### config.mk
export PLATFORM = sky130hd
export DESIGN_NAME = fu_div_seq
export DESIGN_NICKNAME = d
export VERILOG_FILES = /design/src/rtl/fu_div_pkg.sv /design/src/rtl/div_step.sv /design/src/rtl/fu_div_seq.sv
export SDC_FILE = /design/constraint.sdc
export NUM_CORES = 1
export LEC_CHECK = 0
export ABC_AREA = 1
export BUFFER_PORTS_ARGS = -buffer_cell sky130_fd_sc_hd__buf_2
export CORE_ASPECT_RATIO = 0.7
export CORE_UTILIZATION = 40
export DETAILED_ROUTE_END_ITERATION = 10
export PLACE_DENSITY = 0.57
export SYNTH_ARGS = -nofsm -noshare
export SYNTH_HDL_FRONTEND = slang
export SYNTH_HIERARCHICAL = 1
export SYNTH_SLANG_ARGS = --single-unit
export TNS_END_PERCENT = 30
### constraint.sdc
create_clock -name clk -period 2.65 [get_ports clk]
set_input_delay 0.1325 -clock clk [delete_from_list [all_inputs] [get_ports clk]]
set_output_delay 0.1325 -clock clk [all_outputs]
set_load 0.05 [all_outputs]
### src/rtl/fu_div_pkg.sv
// Shared types and constants for the sequential divider functional unit.
package fu_div_pkg;

  typedef enum logic [1:0] {
    StIdle = 2'd0,
    StCalc = 2'd1,
    StFix  = 2'd2,
    StDone = 2'd3
  } div_state_e;

  localparam int unsigned MaxWidth = 64;

  // Quotient reported on divide-by-zero; sliced down to the unit's width.
  localparam logic [MaxWidth-1:0] DBZ_QUOT = '1;

  // Legal configurations: whole quotient bits per cycle and a width the constants cover.
  function automatic bit div_cfg_ok(input int unsigned width, input int unsigned steps);
    return (width >= 4) && (width <= MaxWidth) && (steps != 0) && ((width % steps) == 0);
  endfunction

endpackage

### src/rtl/div_step.sv
// Combinational block of STEPS restoring shift-subtract iterations, MSB first.
module div_step #(
  parameter int unsigned WIDTH = 32,
  parameter int unsigned STEPS = 1
) (
  input  logic [WIDTH:0]   prem_i,
  input  logic [WIDTH-1:0] dvd_i,
  input  logic [WIDTH-1:0] dsr_i,
  output logic [WIDTH:0]   prem_o,
  output logic [WIDTH-1:0] dvd_o,
  output logic [STEPS-1:0] quot_o
);

  // Unrolled iterations: shift in the next dividend bit, subtract when the divisor fits.
  always_comb begin
    logic [WIDTH:0]   r;
    logic [WIDTH:0]   t;
    logic [WIDTH-1:0] d;
    r      = prem_i;
    d      = dvd_i;
    t      = '0;
    quot_o = '0;
    for (int unsigned i = 0; i < STEPS; i++) begin
      t      = (r << 1) | {{WIDTH{1'b0}}, d[WIDTH-1]};
      d      = d << 1;
      quot_o = quot_o << 1;
      if (t >= {1'b0, dsr_i}) begin
        r         = t - {1'b0, dsr_i};
        quot_o[0] = 1'b1;
      end else begin
        r = t;
      end
    end
    prem_o = r;
    dvd_o  = d;
  end

endmodule

### src/rtl/fu_div_seq.sv
// Multi-cycle restoring integer divider with signed/unsigned mode, remainder and flush.
module fu_div_seq
  import fu_div_pkg::*;
#(
  parameter int unsigned WIDTH = 32,
  parameter int unsigned STEPS = 1
) (
  input  logic             clk,
  input  logic             rst_n,
  input  logic             EN,
  input  logic             flush,
  input  logic             sign,
  input  logic [WIDTH-1:0] A,
  input  logic [WIDTH-1:0] B,
  output logic [WIDTH-1:0] res,
  output logic [WIDTH-1:0] rem,
  output logic             finish,
  output logic             busy,
  output logic             dbz
);

  localparam int unsigned ITER = WIDTH / STEPS;
  localparam int unsigned CntW = $clog2(ITER + 1);

  if (!div_cfg_ok(WIDTH, STEPS)) begin : g_cfg_err
    $error("fu_div_seq: WIDTH must be >= 4, <= 64 and a multiple of STEPS");
  end

  div_state_e       state_q, state_d;
  logic [CntW-1:0]  cnt_q, cnt_d;
  logic [WIDTH:0]   prem_q, prem_d;
  logic [WIDTH-1:0] dvd_q, dvd_d;
  logic [WIDTH-1:0] dsr_q, dsr_d;
  logic [WIDTH-1:0] quo_q, quo_d;
  logic             qneg_q, qneg_d;
  logic             rneg_q, rneg_d;
  logic [WIDTH-1:0] res_q, res_d;
  logic [WIDTH-1:0] rem_q, rem_d;
  logic             dbz_q, dbz_d;

  logic [WIDTH:0]   step_prem;
  logic [WIDTH-1:0] step_dvd;
  logic [STEPS-1:0] step_quot;

  logic             accept;
  logic             a_neg, b_neg;

  assign accept = (state_q == StIdle) && EN && !flush;
  assign a_neg  = sign && A[WIDTH-1];
  assign b_neg  = sign && B[WIDTH-1];

  div_step #(
    .WIDTH (WIDTH),
    .STEPS (STEPS)
  ) u_step (
    .prem_i (prem_q),
    .dvd_i  (dvd_q),
    .dsr_i  (dsr_q),
    .prem_o (step_prem),
    .dvd_o  (step_dvd),
    .quot_o (step_quot)
  );

  // State register.
  always_ff @(posedge clk or negedge rst_n) begin
    if (!rst_n) begin
      state_q <= StIdle;
    end else begin
      state_q <= state_d;
    end
  end

  // Next-state logic; flush returns to idle from any state.
  always_comb begin
    state_d = state_q;
    if (flush) begin
      state_d = StIdle;
    end else begin
      unique case (state_q)
        StIdle: if (EN) state_d = (B == '0) ? StDone : StCalc;
        StCalc: if (cnt_q == CntW'(1)) state_d = StFix;
        StFix:  state_d = StDone;
        StDone: state_d = StIdle;
        default: state_d = StIdle;
      endcase
    end
  end

  // Status outputs decoded from the registered state only.
  always_comb begin
    busy   = (state_q != StIdle);
    finish = (state_q == StDone);
  end

  // Datapath next-state: operand capture, iteration and sign fix-up.
  always_comb begin
    cnt_d  = cnt_q;
    prem_d = prem_q;
    dvd_d  = dvd_q;
    dsr_d  = dsr_q;
    quo_d  = quo_q;
    qneg_d = qneg_q;
    rneg_d = rneg_q;
    res_d  = res_q;
    rem_d  = rem_q;
    dbz_d  = dbz_q;
    if (accept) begin
      if (B == '0) begin
        res_d = DBZ_QUOT[WIDTH-1:0];
        rem_d = A;
        dbz_d = 1'b1;
      end else begin
        prem_d = '0;
        dvd_d  = a_neg ? -A : A;
        dsr_d  = b_neg ? -B : B;
        quo_d  = '0;
        qneg_d = a_neg ^ b_neg;
        rneg_d = a_neg;
        cnt_d  = CntW'(ITER);
        dbz_d  = 1'b0;
      end
    end else if (!flush && state_q == StCalc) begin
      prem_d = step_prem;
      dvd_d  = step_dvd;
      quo_d  = (quo_q << STEPS) | WIDTH'(step_quot);
      cnt_d  = cnt_q - CntW'(1);
    end else if (!flush && state_q == StFix) begin
      // MIN / -1 wraps back to MIN through the negation, which is the wanted result.
      res_d = qneg_q ? -quo_q : quo_q;
      rem_d = rneg_q ? -prem_q[WIDTH-1:0] : prem_q[WIDTH-1:0];
    end
  end

  // Datapath registers.
  always_ff @(posedge clk or negedge rst_n) begin
    if (!rst_n) begin
      cnt_q  <= '0;
      prem_q <= '0;
      dvd_q  <= '0;
      dsr_q  <= '0;
      quo_q  <= '0;
      qneg_q <= 1'b0;
      rneg_q <= 1'b0;
      res_q  <= '0;
      rem_q  <= '0;
      dbz_q  <= 1'b0;
    end else begin
      cnt_q  <= cnt_d;
      prem_q <= prem_d;
      dvd_q  <= dvd_d;
      dsr_q  <= dsr_d;
      quo_q  <= quo_d;
      qneg_q <= qneg_d;
      rneg_q <= rneg_d;
      res_q  <= res_d;
      rem_q  <= rem_d;
      dbz_q  <= dbz_d;
    end
  end

  assign res = res_q;
  assign rem = rem_q;
  assign dbz = dbz_q;

endmodule
# Word-level counts from Yosys, hierarchy flattened

Index checks and enable logic that the tools add are counted.

Register bits: 203
Latch bits: 0
Bits in writable memories: 0
Bits in read-only memories: 0
Input bits: 69
Output and inout bits: 67
Word-level logic and storage cells: 79
Memories: 0

Add/subtract/negate cells: 6
$mul: 0
Divide/modulo/power cells: 0
Order comparisons: 1
Equality and inequality tests: 9
Shift operators: 0
Muxes and demuxes: 32
Bitwise gates (word level): 4
Reduce and logical (&&, ||, !) cells: 16

Operator list:

| operator                                                              | number |
|---|---|
| 32-bit 2-to-1 mux                                                     | 22 |
| 32-bit negator                                                        | 4 |
| 33-bit by 32-bit >= comparator with 1-bit output                      | 1 |
| 33-bit by 1-bit bitwise OR with 33-bit output                         | 1 |
| 32-bit zero test                                                      | 1 |
| 32-bit by 1-bit bitwise OR with 32-bit output                         | 1 |
| 32-bit subtractor                                                     | 1 |
| 6-bit 2-to-1 mux                                                      | 3 |
| 2-bit 2-to-1 mux                                                      | 4 |
| 2-bit one-hot mux with 4 select lines                                 | 1 |
| 6-bit by 1-bit equality test with 1-bit output, second input constant | 1 |
| 1-bit logical AND                                                     | 6 |
| 3-bit != test, second input constant                                  | 2 |
| 2-bit AND reduction                                                   | 3 |
| 2-bit nonzero test                                                    | 3 |
| 6-bit by 1-bit subtractor with 6-bit output, second input constant    | 1 |
| 2-bit equality test, second input constant                            | 2 |
| 2-bit != test, second input constant                                  | 2 |
| 3-bit AND reduction                                                   | 1 |
| 2-bit by 1-bit equality test with 1-bit output, second input constant | 1 |
| 2-bit zero test                                                       | 1 |
| 1-bit 2-to-1 mux                                                      | 2 |
| 2-bit by 1-bit != test with 1-bit output, second input constant       | 1 |
| 1-bit zero test                                                       | 1 |
| 2 further kinds                                                       | 2 |

# Longest topological paths before layout

Depth in word-level cells: 6
Depth in mapped cells: 17
Gate-level depth less buffers: 16

# Hierarchy

Netlist, hierarchy kept.

By module, submodules not included:

| module     | instances | cells an instance | area an instance (um^2) | sequential area each (um^2) |
|---|---|---|---|---|
| fu_div_seq | 1         | 1,792             | 12,091.6                | 5,104.9 |
| div_step   | 1         | 719               | 3,598.5                 | 0.0 |

# Worst setup path before layout

No wires, ideal clock.

Path kind: register -> register
Start point: register state_q[0]
End point: register rem_q[18], in the netlist rem[18]
Library setup time: 0.118 ns
Arrival: 1.984 ns
Required time: 2.532 ns
Path slack: 0.548 ns
Cell stages (with the launch flop): 12
Buffers on the path: 3
Period minus slack after synthesis: 2.102 ns
Path through: dfrtp_1 inv_1 ha_1 inv_2 nor3_4 inv_2 clkbuf_1 buf_2 buf_1 nand3_1 nand3_1 nand2_1

Longest elaborated chain between the ends: 5
Elaborated cells on any way between the ends: 12
Those cells by class: 4 x eq/ne; 1 x mux; 7 x reduce/logical

Ends and longest elaborated chain:

| what                                                                       | line              | source |
|---|---|---|
| start: declaration                                                         | fu_div_seq.sv:29  | `div_state_e state_q, state_d;` |
| start signal: assignment                                                   | fu_div_seq.sv:67  | `state_q <= StIdle;` |
| start signal: assignment                                                   | fu_div_seq.sv:69  | `state_q <= state_d;` |
| 2-bit zero test                                                            | fu_div_seq.sv:48  | `assign accept = (state_q == StIdle) && EN && !flush;` |
| 1-bit logical AND (2 in series)                                            | fu_div_seq.sv:48  |  |
| 2-bit by 1-bit != test with 1-bit output (no line) (tied with other cells) | n/a               |  |
| 3-bit AND reduction (no line)                                              | n/a               |  |
| end signal: assignment                                                     | fu_div_seq.sv:156 | `rem_q <= rem_d;` |
| end: declaration                                                           | fu_div_seq.sv:38  | `logic [WIDTH-1:0] rem_q, rem_d;` |

Several ways; a longest one is shown, not always the timed one.
A chain may end at the register's enable or synchronous reset.

# Worst setup path after layout

Start point: register prem_q[3]
End point: register prem_q[7]

Longest elaborated chain between the ends: 5
Elaborated cells on any way between the ends: 6
Those cells by class: 1 x add/sub; 1 x order compare; 3 x mux; 1 x bitwise

Ends and longest elaborated chain:

| what                                                                                         | line                           | source |
|---|---|---|
| start: declaration                                                                           | fu_div_seq.sv:31               | `logic [WIDTH:0] prem_q, prem_d;` |
| start signal: assignment                                                                     | fu_div_seq.sv:149              | `prem_q <= prem_d;` |
| 33-bit by 1-bit bitwise OR with 33-bit output *                                              | div_step.sv:24                 | `t = (r << 1) \| {{WIDTH{1'b0}}, d[WIDTH-1]};` |
| 32-bit subtractor / 33-bit by 32-bit >= comparator with 1-bit output (equally long branches) | div_step.sv:28, div_step.sv:27 |  |
| 32-bit 2-to-1 mux *                                                                          | div_step.sv:27                 | `if (t >= {1'b0, dsr_i}) begin` |
| net step_prem[7]                                                                             | fu_div_seq.sv:41               | `logic [WIDTH:0] step_prem;` |
| 32-bit 2-to-1 mux *                                                                          | fu_div_seq.sv:122              | `end else if (!flush && state_q == StCalc) begin` |
| 32-bit 2-to-1 mux *                                                                          | fu_div_seq.sv:107              | `if (accept) begin` |

Mark *: on every way through the listed nets, which the timed path passes. The rest lies on a longest branch. The select of a mux whose other input is x is not followed.

==> flow_metrics.tcl <==
set metrics [dict create \
    start_kind "flop" \
    rsz0062_at_grt "true" \
    wire_per_inst_um 16.8 \
    wl_mm 53.2 \
    track_usage 0.266 \
    fin_setup_tns_ns 0 \
    crit_buf_inv 1 \
    cts.sinks 203 \
    crit_top_cell "nand2_1" \
    place_area_um2 16700 \
    p_int_mw 9.65 \
    fin_crit_sh 0.938 \
    antenna_left 0 \
    syn2layout_area_growth_pct 15.1 \
    die_h_um 167 \
    final-setup-viol-count 0 \
    portBuffers 135 \
    cap_violations 0 \
    drc 0 \
    grt_pass1_vias 15200 \
    crit_chain "ha_1, nand2_1, inv_1, nand2_1, nor3_1, nand3b_1, nor2_4, nor2_4, nand2_4, nand2_1, nand2_1, nand2_1, o21ai_0" \
    cp.depth 13 \
    numCtsBuffers 23 \
    drt-initial-drc-count 1384 \
    p_clk_frac 0.160 \
    vias 16100 \
    fin_nets 2739 \
    grt_first_pass_wirelength_mm 84.0 \
    fmax_mhz 402 \
    place_hpwl_mm 40.5 \
    std_cell_rows 60 \
    cts_tree "built" \
    clockBufferDepth 3 \
    core_area_um2 38400 \
    fp.dieArea_um2 39800 \
    drive_gt1_frac 0.107 \
    hold_ws_ns 0.0138 \
    path_class "reg -> reg" \
    dp.cells 3090 \
    ff2ff_path_depth 13 \
    syn_avg_cell_area_um2 6.25 \
    critPathTopFamily "simple AND/OR/NAND/NOR gates" \
    post-route-min-period_ns 2.48 \
    p_total_mw 20.5 \
    nFillCells 4167 \
    root_buffer "clkbuf_16" \
    clk_pin_slew_ns 0.07 \
    cp_slowest_cell "dfrtp_1" \
    antenna_cells 0 \
    min_path_cells 5 \
    drv_slew 0 \
    p_leak_nw 9.69 \
    gr-total-overflow 0 \
    run_status "complete, no violations" \
    ios 136 \
    post_drt_via_cell_ratio 5.09 \
    seqPwrFrac 0.241 \
    switching_share 0.530 \
    grt_max_degree 97 \
    hold_path.class "in -> reg" \
    critPathCaptureType "flop" \
    finClkSkew_ns 0.0162 \
    insertion_delay_ns 0.54 \
    initial_utilization 0.406 \
    net-switching-power_mw 10.9 \
    syn_area_um2 15600 \
    postCtsSetupRepairBufs 0 \
    tightest_slew_ns 0.660 \
    ir_drop_uv 779 \
    crit_path_max_incr_delay_ns 0.47 \
    first_pass_iters 5 \
    synth_fp_nets 2606 \
    crit_arrival_ns 2.90 \
    ys_warn_count 6 \
    path_max_fanout 17 \
    syn-instance-count 2493 \
    hold_violations 0 \
    fin_cells 3169 \
    h-tree-depth 1 \
    final_area_um2 17900 \
    p_comb_frac 0.599 \
    die_w_um 238 \
    power_density_nw_per_um2 1140 \
    antenna_found_initial 0 \
    place_congestion 0.961 \
    cp.required_ns 3.06 \
    slew_headroom 0.555 \
]
-- timing repair --
| action | 4_1_cts | 5_1_grt |
|---|---|---|
| endpoints found under the setup margin | 0 | 45 |
| hold buffers | 36 | 0 |
| hold endpoints to repair | 177 | 0 |
| gates resized for setup | 0 | 13 |
-- area by class of cell --
type                       count  area [um^2]  area share
multi-input combinational   1854         8730       0.487
sequential                   203         5080       0.283
timing repair buffer         217         1500      0.0834
inverter                     327         1230      0.0684
tap                          527          659      0.0367
clock buffer                  30          632      0.0352
clock inverter                11          118     0.00655
-- power groups by stage --
| stage | clock [mW] | sequential, mW | combinational [mW] |
|---|---|---|---|
| detailed placement | 0 | 4.98 | 12.0 |
| global route | 3.45 | 5.08 | 13.7 |
| floorplan | 0 | 6.13 | 7.67 |
| CTS | 3.37 | 4.94 | 12.1 |
| global placement | 0 | 4.95 | 11.9 |
| finish | 3.28 | 4.95 | 12.3 |
-- final timing paths --
kind,start,to,slack [ns]
max in group asynchronous,rst_n,dsr_q[31],1.77
hold reg to reg,dvd_q[1],dvd_q[1],0.47
setup reg to reg,prem_q[3],prem_q[7],0.17
setup / recovery,prem_q[3],prem_q[7],0.17
min in group asynchronous,rst_n,dsr_q[25],0.12
hold / removal,A[24],rem[24],0.01
-- per-stage QoR --
stage               worst slack (ns)  utilization
finish                         0.165        0.467
global placement              0.0430        0.435
global route                 -0.0269        0.467
detailed placement            0.0515        0.435
floorplan                      0.548            -
CTS                           0.0206        0.464
-- flip-flops by register name, summed over array words and instances, names as in the netlist --
| name | flops |
|---|---|
| prem_q | 32 |
| state_q | 2 |
| cnt_q | 6 |
| quo_q | 32 |
| dsr_q | 32 |
| dvd_q | 32 |
| rem | 32 |
| res | 32 |
| rneg_q | 1 |
| qneg_q | 1 |
| dbz | 1 |
-- worst min-delay path: cells and delay by family --
kind	cells	cell delay (ns)
buffers and inverters	1	0.11
and+or+nand+nor	4	0.27
-- cells in the final DEF, fill, tap and decap left out, drive strengths merged, types with 7 or more instances in the layout --
cell type and n:
a21oi 26, and2 7, buf 180, clkbuf 31, clkinv 9, dfrtp 203
dlygate4sd3 36, ha 43, inv 325, nand2 920, nand3 244, nand3b 12
nand4 31, nor2 313, nor3 23, o21a 9, o21ai 121, o22ai 34
xor2 40
-- routing by layer --
metal	global-route usage	up-vias	share of wire
met5	0	-	0
met4	0.0502	0	0.017
met3	0.0335	57	0.059
met2	0.378	467	0.40
met1	0.424	7575	0.52
li1	-	8037	-
(Power assumes the default switching activity.)
